<file path="src/rtl/jt12_acc_gen.sv">
// jt12_acc_gen: FM operator accumulator with combined and per-channel outputs.
//
// Sums the operator output (or PCM on the last channel) of every slot into two
// continuous left/right round sums. It also keeps a per-channel partial-sum
// buffer that produces a time-multiplexed per-channel stream.
//
// Ports:
//   clk, rst          clock, synchronous active-high reset
//   clk_en            slot advance; every state update is qualified by it
//   op_result [WIN]   signed operator output of the current slot
//   rl [2]            [1] left enable, [0] right enable of the current channel
//   limiter_en        1: saturate sums, 0: wrap
//   zero              first slot of a round (S1 of channel 0)
//   s1..s4_enters     operator slot flags
//   ch6op             current slot belongs to channel NUM_CH-1
//   alg [3]           algorithm of the current channel
//   pcm_en, pcm [WIN] PCM (offset binary) replaces FM on the last channel
//   left, right       signed combined round sums (WOUT bits)
//   mux_left/right    signed per-channel sums (WIN bits)
//   mux_sample        one-slot pulse marking a new per-channel sample
module jt12_acc_gen #(
  parameter int WIN    = 9,
  parameter int WOUT   = 12,
  parameter int NUM_CH = 6
) (
  input  logic            clk,
  input  logic            rst,
  input  logic            clk_en,
  input  logic [WIN-1:0]  op_result,
  input  logic [1:0]      rl,
  input  logic            limiter_en,
  input  logic            zero,
  input  logic            s1_enters,
  input  logic            s2_enters,
  input  logic            s3_enters,
  input  logic            s4_enters,
  input  logic            ch6op,
  input  logic [2:0]      alg,
  input  logic            pcm_en,
  input  logic [WIN-1:0]  pcm,
  output logic [WOUT-1:0] left,
  output logic [WOUT-1:0] right,
  output logic [WIN-1:0]  mux_left,
  output logic [WIN-1:0]  mux_right,
  output logic            mux_sample
);

  localparam int CW = (NUM_CH > 1) ? $clog2(NUM_CH) : 1;
  // Four operator contributions of WIN bits never overflow WIN+2 bits.
  localparam int WB = WIN + 2;

  localparam logic [WOUT-1:0] OUT_MAX = {1'b0, {(WOUT-1){1'b1}}};
  localparam logic [WOUT-1:0] OUT_MIN = {1'b1, {(WOUT-1){1'b0}}};
  localparam logic [WIN-1:0]  WIN_MAX = {1'b0, {(WIN-1){1'b1}}};
  localparam logic [WIN-1:0]  WIN_MIN = {1'b1, {(WIN-1){1'b0}}};

  // The slot counter is kept as a channel counter plus a group counter,
  // which avoids dividing by NUM_CH when it is not a power of two.
  logic [CW-1:0] ch_reg, ch_next, ch_cur;
  logic [1:0]    grp_reg, grp_next, grp_cur;

  logic          sum_en, use_pcm;
  logic [WIN-1:0]  in_val, contrib;
  logic [WOUT-1:0] contrib_out;
  logic [WB-1:0]   contrib_wb;

  logic [WOUT-1:0] acc_l_reg, acc_r_reg;
  logic [WOUT-1:0] acc_l_add, acc_r_add;

  logic [WB-1:0]   buf_vec [NUM_CH];
  logic [WB-1:0]   buf_rd, buf_sum;
  logic [WIN-1:0]  buf_red;

  // Saturating / wrapping add of a WIN-bit contribution to a WOUT-bit sum.
  function automatic logic [WOUT-1:0] add_out(input logic [WOUT-1:0] a,
                                              input logic [WOUT-1:0] b,
                                              input logic            lim);
    logic [WOUT:0] s;
    s = {a[WOUT-1], a} + {b[WOUT-1], b};
    if (lim && (s[WOUT] != s[WOUT-1]))
      add_out = s[WOUT] ? OUT_MIN : OUT_MAX;
    else
      add_out = s[WOUT-1:0];
  endfunction

  // Slot position: zero forces slot 0 for the current cycle.
  always_comb begin
    ch_cur  = zero ? '0 : ch_reg;
    grp_cur = zero ? 2'd0 : grp_reg;
    if (ch_cur == CW'(NUM_CH - 1)) begin
      ch_next  = '0;
      grp_next = grp_cur + 2'd1;   // group 3 wraps back to group 0
    end else begin
      ch_next  = ch_cur + CW'(1);
      grp_next = grp_cur;
    end
  end

  // Contribution of the current slot.
  always_comb begin
    case (alg)
      3'd0, 3'd1, 3'd2, 3'd3: sum_en = s4_enters;
      3'd4:                   sum_en = s2_enters | s4_enters;
      3'd5, 3'd6:             sum_en = ~s1_enters;
      default:                sum_en = 1'b1;
    endcase
    use_pcm     = ch6op & pcm_en;
    in_val      = use_pcm ? {~pcm[WIN-1], pcm[WIN-2:0]} : op_result;
    contrib     = (sum_en | use_pcm) ? in_val : '0;
    contrib_out = {{(WOUT-WIN){contrib[WIN-1]}}, contrib};
    contrib_wb  = {{(WB-WIN){contrib[WIN-1]}}, contrib};
    acc_l_add   = add_out(acc_l_reg, contrib_out, limiter_en);
    acc_r_add   = add_out(acc_r_reg, contrib_out, limiter_en);
  end

  always_ff @(posedge clk) begin
    if (rst) begin
      ch_reg  <= '0;
      grp_reg <= '0;
    end else if (clk_en) begin
      ch_reg  <= ch_next;
      grp_reg <= grp_next;
    end
  end

  // Combined path: on zero the finished round is published and the
  // accumulator restarts from this slot's contribution.
  always_ff @(posedge clk) begin
    if (rst) begin
      acc_l_reg <= '0;
      acc_r_reg <= '0;
      left      <= '0;
      right     <= '0;
    end else if (clk_en) begin
      if (zero) begin
        left      <= acc_l_reg;
        right     <= acc_r_reg;
        acc_l_reg <= rl[1] ? contrib_out : '0;
        acc_r_reg <= rl[0] ? contrib_out : '0;
      end else begin
        if (rl[1]) acc_l_reg <= acc_l_add;
        if (rl[0]) acc_r_reg <= acc_r_add;
      end
    end
  end

  // Per-channel partial-sum buffer, one register per channel.
  for (genvar gi = 0; gi < NUM_CH; gi++) begin : g_buf
    logic [WB-1:0] entry_reg;
    always_ff @(posedge clk) begin
      if (rst) begin
        entry_reg <= '0;
      end else if (clk_en && (ch_cur == CW'(gi))) begin
        if (grp_cur == 2'd0)
          entry_reg <= contrib_wb;
        else if (grp_cur != 2'd3)
          entry_reg <= buf_sum;
      end
    end
    assign buf_vec[gi] = entry_reg;
  end

  always_comb begin
    buf_rd  = buf_vec[ch_cur];
    buf_sum = buf_rd + contrib_wb;
    // The sum fits WIN bits only when the top three bits agree.
    if (limiter_en && !((buf_sum[WB-1] == buf_sum[WB-2]) &&
                        (buf_sum[WB-2] == buf_sum[WB-3])))
      buf_red = buf_sum[WB-1] ? WIN_MIN : WIN_MAX;
    else
      buf_red = buf_sum[WIN-1:0];
  end

  // Mux outputs: one sample per channel during the S4 group.
  always_ff @(posedge clk) begin
    if (rst) begin
      mux_left   <= '0;
      mux_right  <= '0;
      mux_sample <= 1'b0;
    end else if (clk_en) begin
      if (grp_cur == 2'd3) begin
        mux_left   <= rl[1] ? buf_red : '0;
        mux_right  <= rl[0] ? buf_red : '0;
        mux_sample <= 1'b1;
      end else begin
        mux_sample <= 1'b0;
      end
    end
  end

endmodule

</file>
<file path="config.mk">
export PLATFORM = sky130hd
export DESIGN_NAME = jt12_acc_gen
export DESIGN_NICKNAME = d
export VERILOG_FILES = /design/src/rtl/jt12_acc_gen.sv
export SDC_FILE = /design/constraint.sdc
export NUM_CORES = 1
export LEC_CHECK = 0
export CORE_MARGIN = 5
export CORE_UTILIZATION = 50
export CTS_BUF_LIST = sky130_fd_sc_hd__clkbuf_8
export DETAILED_ROUTE_END_ITERATION = 6
export GPL_TIMING_DRIVEN = 0
export PLACE_DENSITY = 0.77
export SYNTH_ARGS = -nofsm -noshare
export SYNTH_HDL_FRONTEND = slang
export SYNTH_SLANG_ARGS = --single-unit
</file>
<file path="constraint.sdc">
create_clock -name clk -period 12.5 [get_ports clk]
set_input_delay 1.25 -clock clk [delete_from_list [all_inputs] [get_ports clk]]
set_output_delay 1.25 -clock clk [all_outputs]
set_load 0.05 [all_outputs]
</file>
# [Word level (Yosys, flattened, before mapping)]
# Cells that the tools add are included.
[classes] n_lt_le_gt_ge=1 bitwise=6 n_mux=27 eq_ne=17 n_reduce_logical=29 n_addsub=5
[ops] operator="12-bit two-way mux" n=10
[ops] operator="9-bit two-way mux" n=6
[ops] operator="11-bit two-way mux" n=4
[ops] operator="11-bit binary-select mux with 3-bit select" n=1
[ops] operator="12-bit by 9-bit adder with 13-bit output" n=2
[ops] operator="2-bit AND reduction" n=10
[ops] operator="3-bit == test, second input constant" n=5
[ops] operator="3-bit by 2-bit == test with 1-bit output, second input constant" n=4
[ops] operator="11-bit adder" n=1
[ops] operator="1-bit logical AND" n=10
[ops] operator="3-bit by 1-bit == test with 1-bit output, second input constant" n=2
[ops] operator="3-bit logical NOT" n=2
[ops] operator="3-bit two-way mux" n=2
[ops] operator="2-bit nonzero test" n=3
[ops] operator="4-bit >= comparator, second input constant" n=1
[ops] operator="2-bit two-way mux" n=2
[ops] operator="3-bit inverter with 4-bit output" n=1
[ops] operator="4-bit OR reduction" n=1
[ops] operator="3-bit by 1-bit adder with 3-bit output, second input constant" n=1
[ops] operator="1-bit one-hot mux with 3 select lines" n=1
[ops] operator="2-bit by 1-bit adder with 2-bit output, second input constant" n=1
[ops] operator="1-bit == test" n=2
[ops] operator="2-bit == test, second input constant" n=1
[ops] operator="2-bit logical NOT" n=1
[ops] operator="other kinds (8)" n=11
[word_totals] word_cells=100 output_inout_bits=43 inputBits=34 register_bits=138

# [Longest topological paths before layout]
[depth] word_depth=12 depth_mapped=19 depth_no_buf=17

# [Worst setup path after synthesis]
# No wires, ideal clock.
[synth_path] path_kind="input-to-reg" startpoint="in alg[1]" endpoint="reg acc_r_reg[4]" required_time_ps=12385 arrival_ps=4956 path_buffers=1 cell_stages=18 slack_ps=7429 cell_sequence="or4_4 > and4_1 > buf_6 > nand3_1 > and2_1 > inv_1 > ha_1 > a21oi_1 > nand3_1 > a211oi_1 > o31a_1 > o31ai_1 > a41o_1 > nor2_2 > mux2_2 > a21oi_1 > nand2_1 > o21a_1"
[synth_via] elab_chain_cells=11
[synth_lines] item="from (decl)" line="38" source="input logic [2:0] alg,"
[synth_lines] item="3-bit by 1-bit == test with 1-bit output, or another cell as far along" line="101" source="case (alg)"
[synth_lines] item="4-bit OR reduction or 2-bit OR reduction (tied branches)" line="101"
[synth_lines] item="1-bit one-hot mux with 3 select lines *" line="101"
[synth_lines] item="1-bit bitwise OR *" line="109" source="contrib = (sum_en | use_pcm) ? in_val : '0;"
[synth_lines] item="9-bit two-way mux *" line="109"
[synth_lines] item="12-bit by 9-bit adder with 13-bit output" line="79" source="s = {a[WOUT-1], a} + {b[WOUT-1], b};"
[synth_lines] item="1-bit != test" line="80" source="if (lim && (s[WOUT] != s[WOUT-1]))"
[synth_lines] item="1-bit logical AND" line="80"
[synth_lines] item="12-bit two-way mux" line="80"
[synth_lines] item="12-bit two-way mux" line="142" source="if (rl[0]) acc_r_reg <= acc_r_add;"
[synth_lines] item="12-bit two-way mux *" line="135" source="if (zero) begin"
[synth_lines] item="to (signal assigned)" line="139" source="acc_r_reg <= rl[0] ? contrib_out : '0;"
[synth_lines] item="to (signal assigned)" line="142"
[synth_lines] item="to (decl)" line="67" source="logic [WOUT-1:0] acc_l_reg, acc_r_reg;"
# Mark *: on every way between the ends. The rest lies on a longest branch, timed or not. The select of a mux whose other input is x is not followed.
# A chain may end at the register's enable or synchronous reset.

# [Worst setup path after layout]
[layout_path] startpoint="in pcm_en" endpoint="reg acc_r_reg[4]"
[layout_via] elab_chain_cells=9
[layout_lines] item="from (decl)" line="39" source="input logic pcm_en,"
[layout_lines] item="1-bit AND *" line="107" source="use_pcm = ch6op & pcm_en;"
[layout_lines] item="9-bit two-way mux or 1-bit bitwise OR (tied branches)" line="108, 109"
[layout_lines] item="9-bit two-way mux *" line="109"
[layout_lines] item="12-bit by 9-bit adder with 13-bit output" line="79"
[layout_lines] item="1-bit != test" line="80"
[layout_lines] item="1-bit logical AND" line="80"
[layout_lines] item="12-bit two-way mux" line="80"
[layout_lines] item="12-bit two-way mux" line="142"
[layout_lines] item="12-bit two-way mux *" line="135"
# Marks and branches as above.

==> metrics.md <==
| Metric | Value |
|---|---|
| CTS Buf Count | `17` |
| Most Crowded Layer GR | `met2` |
| GRT Overall Usage | `~25%` |
| WP buf/inv | `2` |
| Family with the most delay on the worst path | `compound AO/OA/AOI/OAI gates` |
| Main combinational cell family by area after synthesis | `compound AO/OA/AOI/OAI gates` |
| Initial DRC Count | `822` |
| Syn Nets | `1075` |
| Complex-gate fraction of the synthesized area | `27.6%` |
| DP Area | `between 9000 and 10000 µm²` |
| DP HPWL | `18100 µm` |
| Vias per std cell | `5.96` |
| Synth Warn # | `0` |
| Die H | `139 µm` |
| Post-Syn Area | `8270 µm²` |
| Via count | `7944` |
| Ports | `77` |
| Simple-Gate Fraction of Synth Area | `19.8%` |
| Routing usage on met2 | `approximately two fifths` |
| Mux share of post-synthesis cell area | `4.72%` |
| Post-synthesis sequential area ratio | `33.4%` |
| Crit Path Class | `primary input to flip-flop` |
| CP max FO | `10` |
| Syn_area_per_cell | `8.19 µm²` |
| Unrepaired setup endpoints after global routing | `false` |
| Clock Skew | `16.1 ps` |
| Final WL | `24300 µm` |
| Cell Pwr Density | `120 nW/µm²` |
| Period Utilization, post-route | `47.7%` |
| CTS Buffer Depth | `2` |
| Worst-Skew Late Latency | `480 ps` |
| Startpoint Class | `primary input` |
| CP max stage delay | `approximately 950 ps` |
| GRT Residual Overflow | `0` |
| Post-layout minimum cycle time | `5960 ps` |
| Total Neg Setup Slack | `0 ps` |
| Initial core utilization | `50.4%` |
| Critical path arrival | `6330 ps` |
| Chip Width | `139 µm` |
| Commonest non-fill, non-tap cell in the layout | `nand2_1` |
| Vias in the first global route | `between 7000 and 8000` |
| # setup viols final | `0` |
| Cells after Synth | `1010` |
| DR pass1 iterations | `6` |
| FILL cells | `1462` |
| Synth area leaders | `dfxtp_1 33%, nand2_1 6.8%, a211oi_1 5.3%` |
| Cts hold-fix bufs | `0` |
| Avg WL per Cell | `around 18 µm` |
| Seq cells post-synth | `138` |
| CP Data Required Time | `12870 ps` |
| Run status | `finished, final reports clean` |
| Slowest cell on crit path | `o21ai_0` |
| Root Driver | `clkbuf_8` |
| Layout Utilization | `59.2%` |
| Hold Crit Class | `flip-flop to flip-flop` |
| Post-synth top area cell | `dfxtp_1` |
| DRC viols | `0` |
| Routed Antenna Nets | `0` |
| Max-cap violations | `0` |
| Final Cell Area | `9710 µm²` |
| Crit. End Element | `flip-flop` |
| Clock Sinks | `138` |
| Commonest non-fill, non-tap cells in the layout | `149 x nand2_1, 138 x dfxtp_1, 101 x nor2_1` |
| Synth Flop Type | `dfxtp_1` |
| Layout cells sized above 1 | `under 10%` |
| Max reg flops | `66` |
| Asr flop ratio synth | `0%` |
| H-tree depth | `4` |
| Gpl congestion | `0.937` |
| Area delta synth->final | `17.4%` |
| Cell variety after synth | `97` |
| Worst slew pin tran | `1210 ps` |
| Post-synth top area share | `33.4%` |
| Initial antenna violation count | `1` |
| CTS tree | `done` |
| XOR/XNOR Fraction of Synth Area | `under 10%` |
| Met1 GRT Util | `between 30% and 40%` |
| Pleak | `3.56 nW` |
| CP dominant cell by count | `nand2_1` |
| Clk pin slew, worst setup/hold paths | `90 ps` |
| IO Port Bufs | `71` |
| Maximum VDD drop | `about 74 µV` |
| # rows | `47` |
| Slew Viols, Final | `0` |
| Die area | `19200 µm²` |
| Adder-Cell Fraction of Synth Area | `between 5 and 6%` |
| Post-CTS Setup Inserts | `0` |
| Net count, final | `1166` |
| Rel. slew slack | `18.5%` |
| Highest Clock Rate | `around 170 MHz` |
| CORE AREA | `16400 µm²` |
| Final Hold Fails | `0` |
| Number of synthesized flops with an enable pin | `0` |
| Largest net degree at the start of global routing | `17` |
| Cells along the critical path | `clkdlybuf4s50_1 -> nand2_1 -> buf_1 -> nand2_1 -> o21ai_0 -> ha_1 -> a41oi_1 -> o21a_1 -> maj3_1 -> o31ai_1 -> a41o_1 -> nor2_2 -> mux2_2 -> a21oi_1 -> nand2_1 -> o21a_1` |
| First-pass GRT wire length | `38700 µm` |
| Post-CTS sizing | `0` |
| GR Util met3 | `under 10%` |
| Ant. Diodes | `0` |
-- worst register-to-register path, cell delays in order, from the launching register on --
cell      delay, ps
dfxtp_1         370
buf_2           290
buf_2           360
clkbuf_1        370
nor3b_1         250
a211oi_1         90
o22ai_1         160
nand2_1          80
ha_1            360
a21o_1          200
a21oi_1         260
o21ai_2         110
o21bai_1        220
o211a_1         250
a311oi_4        460
a31oi_1         100
o21ai_2         150
nand2b_1        100
a32o_1          270
-- cell type report --
type	count	area, µm²	area share, %
Clock buffer	17	234	2.41
Tap cell	220	275	2.84
Buffer	62	267	2.75
Timing Repair Buffer	72	718	7.40
Sequential cell	138	2760	28.5
Inverter	26	98.8	1.02
Clock inverter	15	196	2.02
Multi-Input combinational cell	784	5150	53.1
-- Yosys cell counts (all sizes together) (4+ instances only) --
library cell and number:
clkbuf 46, mux2 5, ha 28, buf 16
o31ai 5, o21bai 4, nor3b 9, nand3b 6
o21a 8, nand2b 14, nor4 4, a311oi 6
mux2i 33, a2111oi 4, a21oi 84, dfxtp 138
inv 25, nand3 18, a32oi 6, nor3 10
o21ai 44, and2 18, maj3 8, o211ai 6
a31oi 11, a211oi 60, xnor2 25, xor2 12
nor2 105, nand2 152, a32o 4, a21o 11
and3 5, o22ai 10, nor2b 7, a22oi 13
-- logic make-up after synthesis --
logic type	after synthesis
DFF	138
and+or+nand+nor	360
adders and majority gates	39
AOI/OAI and AO/OA	310
xor gates and xnor gates	37
buffers and inverters	88
muxes	38
-- where the power goes --
group	internal, mW	switching (mW)
registers	0.452	0.0104
logic	0.113	0.188
clock network	0.190	0.214
-- routing by layer --
| layer | wire [µm] | vias to the layer above |
|---|---|---|
| li1 | - | 3834 |
| met1 | 10500 | 3721 |
| met2 | 11200 | 321 |
| met3 | 1840 | 66 |
| met4 | 763 | 2 |
| met5 | 13 | - |
-- per-stage QoR --
stage          power, mW  worst slack (ps)  hold WS [ps]  cells
2_1_floorplan      0.691              7430           433   1010
3_3_place_gp       0.760              6210           435   1301
3_5_place_dp       0.766              6150           441   1302
4_1_cts             1.16              6620           454   1334
5_1_grt             1.21              6180           476   1334
6_report            1.17              6540           451   1334
-- path summary, 6_finish.rpt --
kind,startpoint,endpoint,slack (ps),depth (start not counted)
min,mux_right[5],mux_right[5],450,2
max reg2reg,ch_reg[0],mux_left[1],7960,18
max,pcm_en,acc_r_reg[4],6540,16
min reg2reg,mux_right[5],mux_right[5],450,2
(Power assumes the default switching activity.)
